## config.mk

```make
export PLATFORM = sky130hd
export DESIGN_NAME = player_input_conditioner
export DESIGN_NICKNAME = d
export VERILOG_FILES = /design/src/rtl/player_input_conditioner.sv
export SDC_FILE = /design/constraint.sdc
export NUM_CORES = 1
export LEC_CHECK = 0
export ABC_CLOCK_PERIOD_IN_PS = 2000
export BUFFER_PORTS_ARGS = -buffer_cell sky130_fd_sc_hd__buf_2
export CAP_MARGIN = 25
export CORE_MARGIN = 10
export CORE_UTILIZATION = 52
export CTS_CLUSTER_SIZE = 8
export DETAILED_ROUTE_END_ITERATION = 16
export PLACE_DENSITY = 0.81
export SYNTH_ARGS = -nofsm -noshare
export SYNTH_HDL_FRONTEND = slang
export SYNTH_SLANG_ARGS = --single-unit
```

## constraint.sdc

```tcl
create_clock -name clk -period 2 [get_ports clk]
set_clock_uncertainty 0.2 [all_clocks]
set_input_delay 0.4 -clock clk [delete_from_list [all_inputs] [get_ports clk]]
set_output_delay 0.4 -clock clk [all_outputs]
set_load 0.005 [all_outputs]
```

## src/rtl/player_input_conditioner.sv

```systemverilog
// rtl/player_input_conditioner.sv - debounce, press pulse and false-start flags for two player buttons
// Each channel: 2-FF synchronizer, four-state debounce FSM with stable-sample counter, foul flag.

module player_input_conditioner #(
  parameter int CLOCK_FREQ      = 1000,
  parameter int DEBOUNCE_CYCLES = 20
) (
  input  logic clk,
  input  logic reset,
  input  logic player_1_in_n,
  input  logic player_2_in_n,
  input  logic armed_in,
  input  logic clear_fouls_in,
  output logic req1_out,
  output logic req2_out,
  output logic press1_out,
  output logic press2_out,
  output logic foul1_out,
  output logic foul2_out
);

  localparam int CW = $clog2(DEBOUNCE_CYCLES + 1);
  localparam logic [CW-1:0] CNT_LAST = CW'(DEBOUNCE_CYCLES - 1);

  typedef enum logic [1:0] {
    RELEASED    = 2'd0,
    PRESS_CHK   = 2'd1,
    PRESSED     = 2'd2,
    RELEASE_CHK = 2'd3
  } state_t;

  if (DEBOUNCE_CYCLES < 1 || DEBOUNCE_CYCLES > 255 || CLOCK_FREQ < 1) begin : g_bad_param
    $error("player_input_conditioner: DEBOUNCE_CYCLES must be 1..255 and CLOCK_FREQ positive");
  end

  logic [1:0] w_raw_n;
  logic [1:0] w_req;
  logic [1:0] w_press;
  logic [1:0] w_foul;

  assign w_raw_n = {player_2_in_n, player_1_in_n};

  for (genvar g = 0; g < 2; g++) begin : g_ch
    logic          r_sync1;
    logic          r_sync2;
    logic [CW-1:0] r_cnt;
    state_t        r_state;
    state_t        w_state_nxt;
    logic          r_press;
    logic          r_foul;
    logic          w_level;
    logic          w_mismatch;
    logic          w_done;
    logic          w_press_evt;

    // Inversion happens before the synchronizer so reset (0) means released.
    always_ff @(posedge clk) begin
      if (reset) begin
        r_sync1 <= 1'b0;
        r_sync2 <= 1'b0;
      end else begin
        r_sync1 <= ~w_raw_n[g];
        r_sync2 <= r_sync1;
      end
    end

    assign w_level     = (r_state == PRESSED) || (r_state == RELEASE_CHK);
    assign w_mismatch  = (r_sync2 != w_level);
    assign w_done      = w_mismatch && (r_cnt == CNT_LAST);
    assign w_press_evt = w_done && !w_level;

    always_comb begin
      w_state_nxt = r_state;
      case (r_state)
        RELEASED: begin
          if (w_done)          w_state_nxt = PRESSED;
          else if (w_mismatch) w_state_nxt = PRESS_CHK;
        end
        PRESS_CHK: begin
          if (w_done)           w_state_nxt = PRESSED;
          else if (!w_mismatch) w_state_nxt = RELEASED;
        end
        PRESSED: begin
          if (w_done)          w_state_nxt = RELEASED;
          else if (w_mismatch) w_state_nxt = RELEASE_CHK;
        end
        RELEASE_CHK: begin
          if (w_done)           w_state_nxt = RELEASED;
          else if (!w_mismatch) w_state_nxt = PRESSED;
        end
        default: w_state_nxt = RELEASED;
      endcase
    end

    // A new foul on the press edge outranks a coincident clear.
    always_ff @(posedge clk) begin
      if (reset) begin
        r_state <= RELEASED;
        r_cnt   <= '0;
        r_press <= 1'b0;
        r_foul  <= 1'b0;
      end else begin
        r_state <= w_state_nxt;
        r_cnt   <= (w_mismatch && !w_done) ? r_cnt + 1'b1 : '0;
        r_press <= w_press_evt && armed_in && !r_foul;
        r_foul  <= (w_press_evt && !armed_in) || (r_foul && !clear_fouls_in);
      end
    end

    assign w_req[g]   = w_level;
    assign w_press[g] = r_press;
    assign w_foul[g]  = r_foul;
  end

  assign req1_out   = w_req[0];
  assign req2_out   = w_req[1];
  assign press1_out = w_press[0];
  assign press2_out = w_press[1];
  assign foul1_out  = w_foul[0];
  assign foul2_out  = w_foul[1];

endmodule

```

[Yosys cells after proc, flatten, opt, wreduce, memory -nomap -nowiden]
Index checks and enable logic that the tools add are counted.
Word-level totals
  output and inout port bits: 6
  input port bits: 6
  register bits: 22
  word-level logic and storage cells: 86
Operators by class
  multiplexer cells: 18
  bitwise logic cells: 4
  equality and inequality tests: 18
  $add $sub $neg: 2
  reduce and logical (&&, ||, !) cells: 32
Operator list (count)
  2-bit two-way mux: 16
  3-bit != test (second input constant): 8
  2-bit one-hot mux with 4 select lines: 2
  1-bit logical AND: 14
  5-bit by 1-bit adder with 5-bit output (second input constant): 2
  5-bit == test (second input constant): 2
  2-bit == test (second input constant): 4
  1-bit logical NOT: 8
  4-bit AND reduction: 2
  2-bit by 1-bit == test with 1-bit output (second input constant): 2
  2-bit logical NOT: 2
  1-bit logical OR: 4
  1-bit inverter: 4
  2-bit OR reduction: 2
  1-bit != test: 2

[Longest topological paths before layout]
  depth after elaboration: 8
  mapped depth: 4
  depth with buffers taken out: 4

[Least setup slack after synthesis]
No wires, ideal clock.
  path type: register -> register
  start point: register g_ch[1].r_cnt[0]
  end point: register g_ch[1].r_cnt[2]
  buffers on the path: 0
  period minus slack after synthesis: 1493 ps
  cell stages (with the launch flop): 5
  setup time: 64 ps
  data required time: 1736 ps
  arrival: 1229 ps
  path slack: 507 ps
  path through: dfxtp_1 > ha_1 > and4bb_2 > or3_4 > nor2_1
Between the ends
  cells in the longest elaborated chain, start to end: 6
  elaborated cells between the ends (all ways): 7
  classes of those cells: 1 x add/sub; 1 x eq/ne; 1 x bitwise; 4 x reduce/logical
Ends and longest elaborated chain
  start, declared: line 46  | logic [CW-1:0] r_cnt;
  start signal, assigned: line 104  | r_cnt <= (w_mismatch && !w_done) ? r_cnt + 1'b1 : '0;
  5-bit == test: line 69  | assign w_done = w_mismatch && (r_cnt == CNT_LAST);
  1-bit logical AND: line 69
  1-bit logical NOT: line 104
  1-bit logical AND: line 104
  1-bit inverter (no line)
  2-bit OR reduction (no line)
Several ways; a longest one is shown, not always the timed one.
A chain may end at the register's enable or synchronous reset.

[Worst setup path in the final report]
  start point: register g_ch[0].r_cnt[0]
  end point: register g_ch[0].r_cnt[3]
Between the ends
  cells in the longest elaborated chain, start to end: 6
  elaborated cells between the ends (all ways): 7
  classes of those cells: 1 x add/sub; 1 x eq/ne; 1 x bitwise; 4 x reduce/logical
Ends and longest elaborated chain (line)
  start, declared: 46
  start signal, assigned: 104
  5-bit == test: 69
  1-bit logical AND: 69
  1-bit logical NOT: 104
  1-bit logical AND: 104
  1-bit inverter (no line)
  2-bit OR reduction (no line)
Several ways; a longest one is shown, not always the timed one.

==> impl_metrics.py <==
metrics = {
    "floorplanning": {
        "start_util_pct": 53.91,
        "die_w_um": 59.06,
        "core_um2": 1471,
        "dieHeight_um": 59.06,
        "placementRows": 14,
        "dieArea_um2": 3487,
        "io-pin-count": 12,
    },
    "synthesis": {
        "synth.distinct_cells": 23,
        "ys_warn_count": 0,
        "yosysSeqAreaShare_pct": 50.47,
        "netlist_instances": 81,
        "synth_fa_ha_area_share_pct": 3.155,
        "netlist_area_um2": 793.3,
        "synthXorXnorAreaFrac_pct": 6.625,
        "synth-seq-cells": 20,
        "synth_area_per_cell_um2": 9.793,
        "syn_nets": 89,
        "synth-compound-area-share_pct": 4.416,
        "synth.area.mux_share_pct": 2.524,
        "synth_top_family_by_area": "simple AND/OR/NAND/NOR gates",
        "yosys.area_share.simple_pct": 29.50,
    },
    "setup_path": {
        "crit_required_ns": 2.04,
        "critical_path.max_fanout": 4,
        "endpoint_kind": "flop",
        "critPathKind": "flop to flop",
        "worstSetupStartpointType": "flop",
        "crit_arrival_ns": 1.64,
    },
    "timing": {
        "period_needed_ns": 1.602,
        "layout_setup_ws_ns": 0.3982,
        "relSlewSlack_pct": 85.64,
        "fin_setup_tns_ns": 0,
        "fin_crit_sh_pct": 80.09,
        "tightest_slew_ns": 0.2153,
        "max_freq_ghz": 0.6243,
        "finalHoldViolations": 0,
        "report.final.slew_viol_count": 0,
        "rsz0062_at_grt": "false",
        "setup_violations": 0,
    },
    "power_and_ir_drop": {
        "p_seq_share_pct": 62.0,
        "p_sw_share_pct": 19.86,
        "ir_drop_v": 0.0004486,
        "internal_power_w": 0.0005248,
        "switchingPower_w": 0.0001300,
        "power.share.clock_pct": 34.8,
        "pwr-share-comb_pct": 3.2,
        "p_per_area_nw_per_um2": 733.1,
        "p_leak_nw": 0.3463,
    },
    "route": {
        "finalWirelength_mm": 1.352,
        "first_iter_violations": 6,
        "postRouteAntennaNets": 0,
        "post-route-drc-count": 0,
        "avgRoutedWirePerCell_um": 12.40,
        "num_vias": 561,
        "vias_per_cell": 5.147,
        "firstDrtPassIters": 4,
    },
    "grt": {
        "top_usage_layer": "met2",
        "grt_pass1_vias": 551,
        "antenna_found_initial": 0,
        "met1_usage_pct": 9.136,
        "met3_usage_pct": 2.575,
        "track_usage_pct": 8.485,
        "grt_pass1_wl_mm": 2.318,
        "grt_max_degree": 14,
        "overflow": 0,
        "grtUsageMet2_pct": 13.81,
    },
    "clocking": {
        "cts.path.max_buffers": 2,
        "numCtsBuffers": 3,
        "clk_pin_slew_worst_paths_ns": 0.11,
        "root_buffer": "clkbuf_4",
        "ctsResizeCount": 0,
        "cts_sinks": 20,
        "cts_hold_buf": 0,
        "cts_tree": "built",
        "post_cts_buffers": 0,
        "clk_latency_ns": 0.30,
        "cts_max_level": 1,
    },
    "placed_design": {
        "placed_cell_area_um2": 857.1,
        "port_buffers": 11,
        "place.gp.congestion": 0.7280,
        "hpwlAfterDp_mm": 1.018,
        "dp_slack_ns": 0.4094,
        "placedCellCount": 105,
    },
    "cells_and_area": {
        "multi_input_comb_area_um2": 366.6,
        "seq_area_um2": 400.4,
        "final_cell_mix": "20 x dfxtp_1, 12 x nor2_1, 11 x buf_2",
        "n_fill_cell": 131,
        "instances_no_fill": 109,
        "syn2layout_area_growth_pct": 12.62,
        "mostFrequentLayoutCell": "dfxtp_1",
        "final_area_um2": 893.4,
        "drive_gt1_share_pct": 20.43,
        "diodes": 0,
        "finalNetCount": 102,
    },
    "flow_run": {
        "maxCapViolCount": 0,
    },
    "status": {
        "status": "finished, final reports clean",
    },
    "hold_path": {
        "hold_path_class": "input port to flop",
    },
}
-- kinds of logic (layout without fill, tap and decap cells) --
logic type	count (synthesis)	after routing
buffers and inverters	7	19
XOR/XNOR	6	6
AND/OR/NAND/NOR	38	38
multiplexers	2	2
adder cells (fa/ha/maj)	2	2
AO/OA/AOI/OAI	6	6
flip-flops	20	20
-- area by class of cell --
cell class / count / share of cell area [%]
clock buffer: 4 / 4.062
tap: 16 / 2.241
inverter: 4 / 1.681
sequential: 20 / 44.82
timing repair buffer: 11 / 6.162
multi-input combinational: 54 / 41.04
-- power by group through the flow --
stage / registers [W] / logic [W] / clock network (W)
after CTS: 0.000406 / 0.0000211 / 0.000236
after global placement: 0.000415 / 0.0000206 / 0
after floorplan: 0.000414 / 0.0000132 / 0
after global routing: 0.000407 / 0.0000235 / 0.000254
final: 0.000406 / 0.0000209 / 0.000228
after detailed placement: 0.000415 / 0.0000209 / 0
-- sequential cells by signal (all words and copies together), names as in the netlist --
signal / count
g_ch.r_sync2: 2
press2_out: 1
press1_out: 1
g_ch.r_sync1: 2
foul1_out: 1
g_ch.r_state: 2
foul2_out: 1
g_ch.r_cnt: 10
-- worst paths after layout --
check	from	to	slack [ns]	depth (start not counted)
max	g_ch[0].r_cnt[0]$_SDFF_PP0_	g_ch[0].r_cnt[3]$_SDFF_PP0_	0.40	4
max reg2reg	g_ch[0].r_cnt[0]$_SDFF_PP0_	g_ch[0].r_cnt[3]$_SDFF_PP0_	0.40	4
min	player_1_in_n	g_ch[0].r_sync1$_SDFF_PP0_	0.04	2
min reg2reg	g_ch[1].r_cnt[0]$_SDFF_PP0_	g_ch[1].r_cnt[0]$_SDFF_PP0_	0.26	1
-- layer usage --
layer	routed length [um]	share of wire [%]
met5	0	0
met1	597	44
met4	19	1.4
met2	682	50
met3	54	4.0
-- stage by stage --
stage,hold slack (ns),total power (W),utilization [%]
final,0.03511,0.0006549,60.71
after detailed placement,0.2238,0.0004360,58.25
after CTS,0.03058,0.0006627,60.71
after floorplan,0.2138,0.0004275,-
after global routing,0.01380,0.0006844,60.71
after global placement,0.2217,0.0004354,58.25
-- worst max-delay path, stage by stage (launching register included) --
cell and delay, ns:
dfxtp_1 0.35, ha_1 0.26, and4bb_4 0.24, or3b_4 0.39, nor2_1 0.11
-- cell usage after synthesis --
cell      count  share of area [%]
and4bb_2      1                1.6
o21ai_0       2                1.3
nand3_1       2                1.3
xnor2_1       3                3.3
nand3b_1      4                3.8
nand2b_1      4                3.2
inv_1         4                1.9
clkbuf_1      3                1.4
xor2_1        3                3.3
and4bb_4      1                2.1
mux2i_1       2                2.5
or3b_4        1                1.4
nor2_1       12                5.7
nand4b_1      2                2.2
nor2b_1       6                4.7
a21oi_1       2                1.3
ha_1          2                3.2
dfxtp_1      20                 50
nor3_1        2                1.3
nand2_1       2               0.95
or3_4         1                1.4
a31oi_1       1               0.79
a311oi_1      1                1.1
(Power assumes the default switching activity.)
